[src/rtl/sprite_renderer.sv]
// Pipelined sprite engine: maps the scan position onto a scaled, animated sprite, drives the ROM address and emits a hit-flagged palette index.
// Optional feature: define SPRITE_MIRROR_EN to add the horizontal-flip 'mirror' input.
module sprite_renderer #(
  parameter int SPR_W           = 60,
  parameter int SPR_H           = 60,
  parameter int NUM_FRAMES      = 2,
  parameter int ADDR_W          = 13,
  parameter int ROM_LAT         = 1,
  parameter int FRAME_TICKS     = 4,
  parameter int TRANSPARENT_IDX = 0
) (
  input  logic              vga_clk,
  input  logic              reset_n,
  input  logic [9:0]        DrawX,
  input  logic [9:0]        DrawY,
  input  logic              blank,
  input  logic              frame_start,
  input  logic [9:0]        pos_x,
  input  logic [9:0]        pos_y,
  input  logic [1:0]        scale,
  input  logic              anim_en,
`ifdef SPRITE_MIRROR_EN
  input  logic              mirror,
`endif
  output logic [ADDR_W-1:0] rom_address,
  input  logic [7:0]        rom_q,
  output logic [7:0]        pix_idx,
  output logic              pix_hit,
  output logic              pix_active
);

  localparam int FRAME_SIZE = SPR_W * SPR_H;
  localparam int FRAME_W    = (NUM_FRAMES  > 1) ? $clog2(NUM_FRAMES)  : 1;
  localparam int TICK_W     = (FRAME_TICKS > 1) ? $clog2(FRAME_TICKS) : 1;

  // Shadow copies of the placement controls, only updated during vertical blank.
  logic [9:0]         px_s;
  logic [9:0]         py_s;
  logic [1:0]         scale_s;
  logic [FRAME_W-1:0] frame;
  logic [TICK_W-1:0]  tick;
`ifdef SPRITE_MIRROR_EN
  logic               mirror_s;
`endif

  // NOTE: sequential state is written with non-blocking assignments only, so every
  // register samples the pre-edge value of its neighbours regardless of block order.
  always_ff @(posedge vga_clk or negedge reset_n) begin
    if (!reset_n) begin
      px_s    <= '0;
      py_s    <= '0;
      scale_s <= '0;
`ifdef SPRITE_MIRROR_EN
      mirror_s <= 1'b0;
`endif
    end else if (frame_start) begin
      px_s    <= pos_x;
      py_s    <= pos_y;
      scale_s <= scale;
`ifdef SPRITE_MIRROR_EN
      mirror_s <= mirror;
`endif
    end
  end

  always_ff @(posedge vga_clk or negedge reset_n) begin
    if (!reset_n) begin
      tick  <= '0;
      frame <= '0;
    end else if (frame_start && anim_en) begin
      if (tick == TICK_W'(FRAME_TICKS - 1)) begin
        tick  <= '0;
        frame <= (frame == FRAME_W'(NUM_FRAMES - 1)) ? '0 : frame + FRAME_W'(1);
      end else begin
        tick <= tick + TICK_W'(1);
      end
    end
  end

  // Stage 0: texel coordinates from the current scan position.
  logic [10:0]       dx, dy, u, v, u_m;
  logic              in_box;
  logic [ADDR_W-1:0] frame_base;
  logic [ADDR_W-1:0] addr_next;

  // NOTE: every always_comb output gets a value on every path, so no latch is inferred.
  always_comb begin
    dx     = {1'b0, DrawX} - {1'b0, px_s};
    dy     = {1'b0, DrawY} - {1'b0, py_s};
    u      = dx >> scale_s;
    v      = dy >> scale_s;
    // The >= tests reject negative offsets, so the sprite clips instead of wrapping.
    in_box = (DrawX >= px_s) && (DrawY >= py_s) &&
             (u < 11'(SPR_W)) && (v < 11'(SPR_H));
`ifdef SPRITE_MIRROR_EN
    u_m    = mirror_s ? (11'(SPR_W - 1) - u) : u;
`else
    u_m    = u;
`endif
    frame_base = ADDR_W'(frame) * ADDR_W'(FRAME_SIZE);
    addr_next  = '0;
    if (in_box)
      addr_next = frame_base + ADDR_W'(v) * ADDR_W'(SPR_W) + ADDR_W'(u_m);
  end

  // Stage 1: ROM address plus in_box/blank delay line spanning the ROM latency.
  logic [ROM_LAT:0] in_box_d;
  logic [ROM_LAT:0] blank_d;

  // NOTE: the short delay line is reset with the rest of the pipeline so a mid-frame
  // reset cannot leak stale hits; this is flops, not a memory array.
  always_ff @(posedge vga_clk or negedge reset_n) begin
    if (!reset_n) begin
      rom_address <= '0;
      in_box_d    <= '0;
      blank_d     <= '0;
    end else begin
      rom_address <= addr_next;
      if (ROM_LAT > 0) begin
        in_box_d <= {in_box_d[ROM_LAT-1:0], in_box};
        blank_d  <= {blank_d[ROM_LAT-1:0],  blank};
      end else begin
        in_box_d <= in_box;
        blank_d  <= blank;
      end
    end
  end

  // Final stage: register ROM data with its matching qualifiers.
  always_ff @(posedge vga_clk or negedge reset_n) begin
    if (!reset_n) begin
      pix_idx    <= '0;
      pix_hit    <= 1'b0;
      pix_active <= 1'b0;
    end else begin
      pix_idx    <= rom_q;
      pix_hit    <= in_box_d[ROM_LAT] & blank_d[ROM_LAT] & (rom_q != 8'(TRANSPARENT_IDX));
      pix_active <= blank_d[ROM_LAT];
    end
  end

endmodule

[config.mk]
export PLATFORM = sky130hd
export DESIGN_NAME = sprite_renderer
export DESIGN_NICKNAME = d
export VERILOG_FILES = /design/src/rtl/sprite_renderer.sv
export SDC_FILE = /design/constraint.sdc
export NUM_CORES = 1
export LEC_CHECK = 0
export CAP_MARGIN = 20
export CORE_ASPECT_RATIO = 1.2
export CORE_MARGIN = 2
export CORE_UTILIZATION = 55
export DETAILED_ROUTE_END_ITERATION = 8
export PLACE_DENSITY_LB_ADDON = 0.1
export SLEW_MARGIN = 20
export SYNTH_ARGS = -nofsm -noshare
export SYNTH_HDL_FRONTEND = slang
export SYNTH_SLANG_ARGS = --single-unit
[constraint.sdc]
create_clock -name vga_clk -period 6.82 [get_ports vga_clk]
set_input_delay 1.023 -clock vga_clk [delete_from_list [all_inputs] [get_ports vga_clk]]
set_output_delay 1.023 -clock vga_clk [all_outputs]
set_load 0.005 [all_outputs]
==> results of run 1 <==
==> sequential cells by signal, summed over array words and instances (netlist names) <==
register     flops
scale_s          2
blank_d          2
py_s            10
pix_active       1
rom_address     13
pix_hit          1
px_s            10
pix_idx          8
frame            1
tick             2
in_box_d         2
==> through the flow <==
step	setup slack, ns	utilization	cell area [sq um]
floorplan	0.00271	-	4690
global placement	-0.303	0.722	5920
detailed placement	-0.574	0.722	5920
CTS	0.0482	0.761	6240
global route	-0.132	0.807	6620
finish	0.0811	0.807	6620
==> cell usage in the layout, fill, tap and decap left out, types with 4 or more instances in the layout <==
| cell type | count |
|---|---|
| ha_1 | 39 |
| o211ai_1 | 8 |
| xnor2_1 | 16 |
| xor2_1 | 10 |
| o21bai_1 | 5 |
| o21ai_0 | 32 |
| inv_2 | 8 |
| nand2b_1 | 5 |
| nor3_1 | 5 |
| a21oi_1 | 23 |
| a21o_1 | 13 |
| nand4_1 | 4 |
| nand2_1 | 49 |
| dfrtp_1 | 52 |
| nor2b_1 | 5 |
| or3_1 | 6 |
| fa_1 | 13 |
| buf_4 | 70 |
| mux2i_1 | 5 |
| inv_1 | 54 |
| a31oi_1 | 6 |
| clkbuf_8 | 5 |
| o21a_1 | 5 |
| a21oi_2 | 7 |
| nand3_1 | 9 |
| buf_6 | 4 |
| xnor2_2 | 6 |
| ha_4 | 12 |
| nor2_1 | 18 |
| mux2_2 | 6 |
| nor2_2 | 11 |
| clkdlybuf4s50_1 | 71 |
==> worst max-delay path, delay by kind of cell <==
| kind | cells | cell delay, ns |
|---|---|---|
| AND/OR/NAND/NOR | 4 | 0.63 |
| AO/OA/AOI/OAI | 12 | 2.00 |
| buffers and inverters | 4 | 0.33 |
| adder cells (fa/ha/maj) | 7 | 2.47 |
| XOR/XNOR | 2 | 0.54 |
==> metal layers <==
metal	vias to the layer above	global-route usage	share of wire
met4	0	0.0563	0.038
met5	-	0	0
met3	50	0.0363	0.046
li1	2093	-	-
met1	2079	0.300	0.37
met2	157	0.476	0.54
==> kinds of logic after synthesis <==
logic type / after synthesis
compound gates: 136
simple gates: 136
buf+inv: 85
fa+ha+maj: 69
flops: 52
xor+xnor: 36
mux: 12
==> layout make-up <==
type                            instances  area [sq um]
Clock buffer                            5          68.8
Sequential cell                        52          1300
Clock inverter                          3          26.3
Fill cell                             550          1580
Tap cell                              114           143
Timing Repair Buffer                  150          1330
Multi-Input combinational cell        389          3510
Inverter                               63           236
==> path summary, 6_finish.rpt <==
check | slack, ns | start | cells after the start | end
setup / recovery | 0.08 | DrawY[0] | 29 | rom_address[12]
hold / removal | 0.36 | in_box_d[0] | 0 | in_box_d[1]
setup reg to reg | 0.41 | py_s[1] | 26 | rom_address[12]
hold reg to reg | 0.36 | in_box_d[0] | 0 | in_box_d[1]
max in group asynchronous | 5.66 | reset_n | 1 | py_s[2]
min in group asynchronous | 0.71 | reset_n | 1 | rom_address[10]
==> cell usage after synthesis (7+ instances only) <==
master,count
nor2_1,20
or3_1,7
nand2_1,51
a21o_1,14
o211ai_1,8
a31oi_1,7
a21oi_1,31
clkbuf_1,16
nand3_1,10
mux2_2,7
fa_1,15
nor2_2,9
xor2_1,11
inv_1,62
nor2b_1,7
ha_1,52
dfrtp_1,52
o21ai_0,34
xnor2_1,24
==> what timing repair did <==
item                       CTS  global route
buffers inserted             5            10
pin swaps                   28            46
gates resized for setup     38            58
setup endpoints to repair    1             1
==> impl_metrics.csv, run 1 <==
group,metric,value,unit
grt,overflow,0,
cells_and_area,layout-drive-gt1-share,0.260,
sta,relSlewSlack,0.526,
cts,clockRootBuffer,"clkbuf_8",
sta,drv_slew,0,
synth,synth_edf_count,0,
setup_path,crit_type,"primary input to register",
worst_hold_path,hp-class,"register to register",
cts,ctsHoldBuffers,0,
die,core-area,8200,sq um
detailed_routing,routedWlPerCell,16.5,um
detailed_routing,drtIter0Drc,194,
cells_and_area,nets,783,
sta,setup_violations,0,
setup_path,end_kind,"register",
cts,clockBufferDepth,2,
synth,netlist_instances,526,
grt,grt_max_degree,53,
synth,synth_cell_types,62,
setup_path,worst_path_max_delay_cell,"fa_1",
placement,globalplace.congestion,0.878,
detailed_routing,vias_per_cell,5.64,
setup_path,slowest_delay,0.53,ns
detailed_routing,vias,4379,
die,die-width,88.1,um
setup_path,arrival,7.00,ns
grt,grt.total_usage,0.254,
synth,synth_top_family_by_area,"adder cells",
cts,cts_max_level,2,
synth,netlist_area,4670,sq um
synth,synth_adder_area_share,0.208,
cts,cts.sinks,52,
placement,hpwlAfterDp,8780,um
setup_path,critPathLaunchType,"primary input",
synth,ys_seq_elements,52,
cts,insertion_delay,0.33,ns
setup_path,crit_path_frequent_cell,"a21oi_2",
cts,tritoncts,"done",
die,num_rows,36,
cells_and_area,area_growth_syn_to_layout,41.6,%
grt,grt_pass1_vias,4270,
sta,fmax,148,MHz
synth,ys.flop_type,"dfrtp_1",
synth,synth_top_area_cell,"dfrtp_1",
die,ioPinCount,78,
die,die-area,9250,sq um
cells_and_area,finalNonFillerCells,776,
synth,yosys_warnings,0,
synth,synth_xor_area_frac,0.0704,
sta,timing.hold.ws,0.356,ns
sta,tightest_slew,0.711,ns
detailed_routing,firstDrtPassIters,4,
synth,yosys-mux-area-fraction,0.0276,
die,die_h,105,um
cts,cts.reportedPaths.clkPinSlew,0.11,ns
detailed_routing,drc,0,
run_status,status,"finished, final reports clean",
job,maxCapViolations,0,
die,initial_utilization,0.570,
synth,synth_simple_gate_area_frac,0.146,
cells_and_area,antennaDiodeCount,0,
placement,place_inst,753,
synth,synth_area_leaders,"dfrtp_1 (28%), ha_1 (14%), fa_1 (6.4%), inv_1 (5.0%), xnor2_1 (4.5%)",
synth,seq_area_frac_synth,0.278,
synth,synthArstFlopShare,1.00,
setup_path,cp_data_required_time,7.08,ns
sta,fin_setup_tns,0,ns
placement,port_buffers,77,
sta,finalHoldViolCount,0,
setup_path,crit_fanout,4,
grt,grt_pass1_wl,18900,um
detailed_routing,wl,12800,um
detailed_routing,ant_nets,0,
grt,antenna_found_initial,0,
synth,synth-compound-area-share,0.196,
sta,min_period,6.74,ns
synth,synth_fp_nets,648,
cts,cts_inserted_buffers,5,
sta,fin_crit_sh,0.988,
sta,finClkSkew,0.0172,ns
synth,syn_area_per_cell,8.88,sq um
synth,netlist.area_leader.share,0.278,
Power of run 1 is left out: the tool's default activity adds up to more than one toggle a clock period on the data nets, which glitch-free logic cannot reach.
==> inputs of run 2 (changes only) <==
--- a/config.mk
+++ b/config.mk
@@ -7,7 +7,6 @@
 export LEC_CHECK = 0
 export CAP_MARGIN = 20
 export CORE_ASPECT_RATIO = 1.2
-export CORE_MARGIN = 2
 export CORE_UTILIZATION = 55
 export DETAILED_ROUTE_END_ITERATION = 8
 export PLACE_DENSITY_LB_ADDON = 0.1
==> run 2 against run 1 <==
The run now ends with setup timing left. Highest routed layer unchanged. Worst setup slack worse by 0.13 ns. Global-route usage about the same. Flip-flop and latch count unchanged. Non-clock buffer count down 12. Final area down 7.3%. Via count down 5.9%. Core utilization down 5.9 points.
==> impl_metrics.csv, run 2 (synthesized netlist as in run 1, its figures left out) <==
group,metric,value,unit
die,ioPinCount,78,
setup_path,timing.rr.end,"rom_address[12]",
detailed_routing,ant_nets,0,
worst_hold_path,hp-class,"register to register",
placement,pre_cts_slack,-0.445,ns
cells_and_area,mostFrequentLayoutCell,"clkdlybuf4s50_1",
run_status,violations,"setup timing",
grt,use_met1,0.274,
sta,fin_setup_tns,-0.0486,ns
cells_and_area,antennaDiodeCount,0,
detailed_routing,vias,4121,
cts,cts.reportedPaths.clkPinSlew,0.10,ns
grt,antenna_found_initial,0,
cells_and_area,top_regs,"rom_address x13, px_s x10, py_s x10",
sta,relSlewSlack,0.525,
detailed_routing,wl,10700,um
setup_path,critPathLaunch,"DrawY[0]",
grt,grt_most_used_layer,"met2",
die,initial_utilization,0.570,
cts,cts.sinks,52,
cells_and_area,multi_input_area,3130,sq um
placement,hpwlAfterDp,8760,um
cells_and_area,area_growth_syn_to_layout,31.2,%
setup_path,arrival,7.12,ns
cells_and_area,num-fill-cells,629,
sta,tightest_slew,0.713,ns
setup_path,slowest_delay,0.50,ns
cells_and_area,layout-drive-gt1-share,0.169,
job,maxCapViolations,0,
setup_path,crit_path_frequent_cell,"inv_1",
grt,grt.total_usage,0.254,
grt,grt_max_degree,53,
cells_and_area,nets,771,
grt,grt_pass1_wl,17800,um
die,num_rows,36,
detailed_routing,firstDrtPassIters,4,
sta,finalHoldViolCount,0,
cts,tritoncts,"done",
sta,rsz0062_at_grt,"yes",
detailed_routing,routedWlPerCell,14.0,um
setup_path,worst_path_max_delay_cell,"fa_1",
detailed_routing,vias_per_cell,5.39,
sta,finClkSkew,0.0104,ns
sta,fmax,146,MHz
sta,timing.hold.ws,0.357,ns
setup_path,crit_type,"primary input to register",
sta,min_period,6.87,ns
sta,drv_slew,0,
cts,cts_inserted_buffers,5,
detailed_routing,drtIter0Drc,72,
setup_path,r2r_cells,25,
grt,grt_pass1_vias,4149,
setup_path,reg2reg_from,"py_s[0]",
setup_path,critPathCapture,"rom_address[12]",
cells_and_area,largest_reg_flops,13,
setup_path,reg2reg_slack,0.73,ns
grt,grt.met3_usage,0.0432,
placement,globalplace.congestion,0.884,
setup_path,crit_fanout,4,
die,die_h,103,um
sta,setup_violations,1,
grt,overflow,0,
die,die-area,8870,sq um
setup_path,critPathLaunchType,"primary input",
grt,use_met2,0.498,
placement,port_buffers,77,
cells_and_area,top_register,"rom_address",
setup_path,end_kind,"register",
cells_and_area,regArea,1300,sq um
detailed_routing,drc,0,
cts,cts_max_level,2,
setup_path,cp_data_required_time,7.07,ns
cts,insertion_delay,0.33,ns
run_status,status,"finished, violations left",
sta,fin_ws,-0.0486,ns
worst_hold_path,hp-start,"blank_d[0]",
die,core-area,8200,sq um
die,die-width,86.1,um
sta,fin_crit_sh,1.01,
cts,clockBufferDepth,2,
cells_and_area,layout_common_cells,"clkdlybuf4s50_1 (76), inv_1 (62), buf_4 (62)",
cts,clockRootBuffer,"clkbuf_8",
run 2: changes by cell type in the layout (fill, tap and decap cells not counted), moves of 3 or more:
cell,delta
ha_1,+12
xnor2_1,+3
a21oi_2,-5
buf_6,-4
dlymetal6s2s_1,-3
buf_4,-8
ha_4,-12
inv_2,-8
clkdlybuf4s50_1,+5
inv_1,+8
a21oi_1,+6
run 2: timing repair:
item | CTS | global route
pin swaps | 1 | 7
gates cloned | 0 | 0
setup endpoints to repair | 1 | 2
resized for setup | 5 | 13
buffers inserted | 0 | 1
hold buffers | 0 | 0
run 2: routing by layer:
layer	wire, um	vias up
met4	240	0
li1	-	2066
met3	371	23
met5	0	-
met2	5750	92
met1	4330	1940
run 2: area by class of cell:
class,count,share of cell area
Clock buffer,5,0.0112
Clock inverter,3,0.00428
Sequential cell,52,0.212
Timing Repair Buffer,138,0.200
Multi-Input combinational cell,389,0.511
Tap cell,114,0.0233
Inverter,63,0.0386
run 2: worst min-delay path by stage:
stage	endpoint	cells past startpoint
after global placement	blank_d[1]	0
after floorplan	blank_d[1]	0
after global routing	blank_d[1]	0
final	blank_d[1]	0
after CTS	blank_d[1]	0
after detailed placement	blank_d[1]	0
run 2: worst max-delay path, delay by kind of cell:
| kind | cells | cell delay (ns) |
|---|---|---|
| AOI/OAI and AO/OA | 7 | 1.47 |
| adders and majority gates | 7 | 2.51 |
| xor gates and xnor gates | 3 | 0.60 |
| buffers and inverters | 7 | 0.93 |
| and+or+nand+nor | 3 | 0.58 |
run 2: through the flow:
step / instances / instance area (sq um) / util
floorplan: 526 / 4690 / -
global placement: 755 / 5940 / 0.724
detailed placement: 755 / 5940 / 0.724
CTS: 763 / 6060 / 0.739
global route: 764 / 6130 / 0.748
finish: 764 / 6130 / 0.748
Power of run 2 is left out for the same reason.
==> inputs of run 3 (changes only) <==
--- a/config.mk
+++ b/config.mk
@@ -9,6 +9,7 @@
 export CORE_ASPECT_RATIO = 1.2
 export CORE_UTILIZATION = 55
 export DETAILED_ROUTE_END_ITERATION = 8
+export HOLD_SLACK_MARGIN = 0.05
 export PLACE_DENSITY_LB_ADDON = 0.1
 export SLEW_MARGIN = 20
 export SYNTH_ARGS = -nofsm -noshare
==> constraint.sdc (replaced) <==
create_clock -name vga_clk -period 6.82 [get_ports vga_clk]
set_input_delay 0.682 -clock vga_clk [delete_from_list [all_inputs] [get_ports vga_clk]]
set_output_delay 0.682 -clock vga_clk [all_outputs]
set_load 0.005 [all_outputs]
==> run 3 against run 2 <==
The flow now finishes without violations. Non-clock buffer count decreased by 14. Clock-buffer cell count unchanged. Maximum frequency up 5.6%. Critical path depth up 1.
==> impl_metrics.csv, run 3 (synthesized netlist as in run 1, its figures left out) <==
group,metric,value,unit
placement,hpwlAfterDp,8250,um
cells_and_area,area_growth_syn_to_layout,29.2,%
detailed_routing,vias_per_cell,5.47,
sta,relSlewSlack,0.450,
setup_path,cp_data_required_time,7.07,ns
die,die_h,103,um
placement,port_buffers,77,
cells_and_area,layout_common_cells,"clkdlybuf4s50_1 (76), inv_1 (61), dfrtp_1 (52)",
setup_path,crit_type,"primary input to register",
sta,tightest_slew,0.824,ns
die,initial_utilization,0.570,
sta,fmax,154,MHz
detailed_routing,firstDrtPassIters,4,
detailed_routing,drc,0,
detailed_routing,ant_nets,0,
sta,fin_ws,0.317,ns
grt,grt_pass1_wl,17700,um
setup_path,reg2reg_slack,0.76,ns
die,die-width,86.1,um
detailed_routing,vias,4104,
grt,antenna_found_initial,0,
sta,fin_crit_sh,0.954,
detailed_routing,routedWlPerCell,14.0,um
placement,place_inst,740,
setup_path,end_kind,"register",
cts,cts.reportedPaths.clkPinSlew,0.11,ns
cts,cts_max_level,2,
worst_hold_path,hp-class,"register to register",
grt,grt_max_degree,53,
die,num_rows,36,
grt,grt.total_usage,0.252,
cts,insertion_delay,0.32,ns
grt,grt_pass1_vias,4018,
detailed_routing,drtIter0Drc,124,
detailed_routing,wl,10500,um
placement,pre_cts_slack,-0.291,ns
cts,ctsHoldBuffers,0,
sta,finalHoldViolCount,0,
cells_and_area,layout-drive-gt1-share,0.159,
setup_path,r2r_cells,25,
setup_path,critPathLaunchType,"primary input",
cells_and_area,mostFrequentLayoutCell,"clkdlybuf4s50_1",
cts,clockBufferDepth,2,
cts,cts_inserted_buffers,5,
die,die-area,8870,sq um
run_status,status,"finished, final reports clean",
setup_path,arrival,6.76,ns
job,maxCapViolations,0,
cells_and_area,top_register,"rom_address",
placement,globalplace.congestion,0.932,
cells_and_area,finalNonFillerCells,750,
cts,tritoncts,"done",
cells_and_area,antennaDiodeCount,0,
sta,drv_slew,0,
cells_and_area,top_regs,"rom_address x13, px_s x10, py_s x10",
cells_and_area,nets,757,
cts,cts.sinks,52,
setup_path,crit_fanout,3,
cells_and_area,largest_reg_flops,13,
die,ioPinCount,78,
sta,min_period,6.50,ns
cts,clockRootBuffer,"clkbuf_8",
worst_hold_path,hold_path_depth,0,
grt,overflow,0,
sta,finClkSkew,0.00561,ns
sta,setup_violations,0,
die,core-area,8200,sq um
-- run 3: area by class of cell --
| class | instances | area, sq um |
|---|---|---|
| flip-flops and latches | 52 | 1300 |
| fillers | 658 | 2160 |
| clock inverters | 3 | 27.5 |
| inverters | 63 | 236 |
| clock buffers | 5 | 68.8 |
| repair buffers | 124 | 1120 |
| multi-input cells | 389 | 3140 |
| well taps | 114 | 143 |
-- run 3: worst paths after layout --
kind	startpoint	to
worst min register to register	blank_d[0]	blank_d[1]
min in group asynchronous	reset_n	pix_idx[7]
worst max-delay path	DrawY[0]	rom_address[12]
max in group asynchronous	reset_n	py_s[3]
worst min-delay path	blank_d[0]	blank_d[1]
worst max register to register	py_s[1]	rom_address[12]
-- run 3: stage by stage --
stage / cell area, sq um / utilization / TNS [ns] / hold slack [ns]
floorplan: 4670 / - / 0 / 0.331
global placement: 5810 / 0.709 / -0.211 / 0.335
detailed placement: 5810 / 0.709 / -0.291 / 0.343
CTS: 5910 / 0.720 / 0 / 0.367
global route: 6040 / 0.737 / -0.126 / 0.374
finish: 6040 / 0.737 / 0 / 0.363
-- run 3: what timing repair did --
item | 4_1_cts | 5_1_grt
gates resized for setup | 0 | 22
hold endpoints to repair | 0 | 0
buffers inserted | 0 | 2
endpoints found under the setup margin | 0 | 1
-- run 3: routing by layer --
metal / wire length [um] / share of wire / global-route usage / vias to the layer above
li1: - / - / - / 2033
met1: 4310 / 0.41 / 0.282 / 1938
met3: 371 / 0.035 / 0.0352 / 28
met4: 350 / 0.033 / 0.119 / 0
met5: 0 / 0 / 0 / -
met2: 5460 / 0.52 / 0.473 / 105
-- run 3: worst max-delay path: stages --
cell,delay [ns]
clkdlybuf4s50_1,0.41
inv_1,0.06
ha_1,0.17
inv_1,0.06
fa_2,0.34
a21o_1,0.22
buf_4,0.16
o21ai_0,0.24
nand2_1,0.09
o211ai_1,0.12
nand2_1,0.10
o21ai_2,0.13
fa_1,0.49
fa_1,0.53
inv_1,0.07
fa_2,0.37
nor2b_1,0.12
o21ai_0,0.08
nand2b_1,0.11
a311oi_2,0.11
xnor2_1,0.24
fa_1,0.45
ha_1,0.31
nand2_1,0.06
o41ai_2,0.34
xnor3_1,0.27
or3_1,0.31
a21oi_1,0.12
Power of run 3 is left out for the same reason.
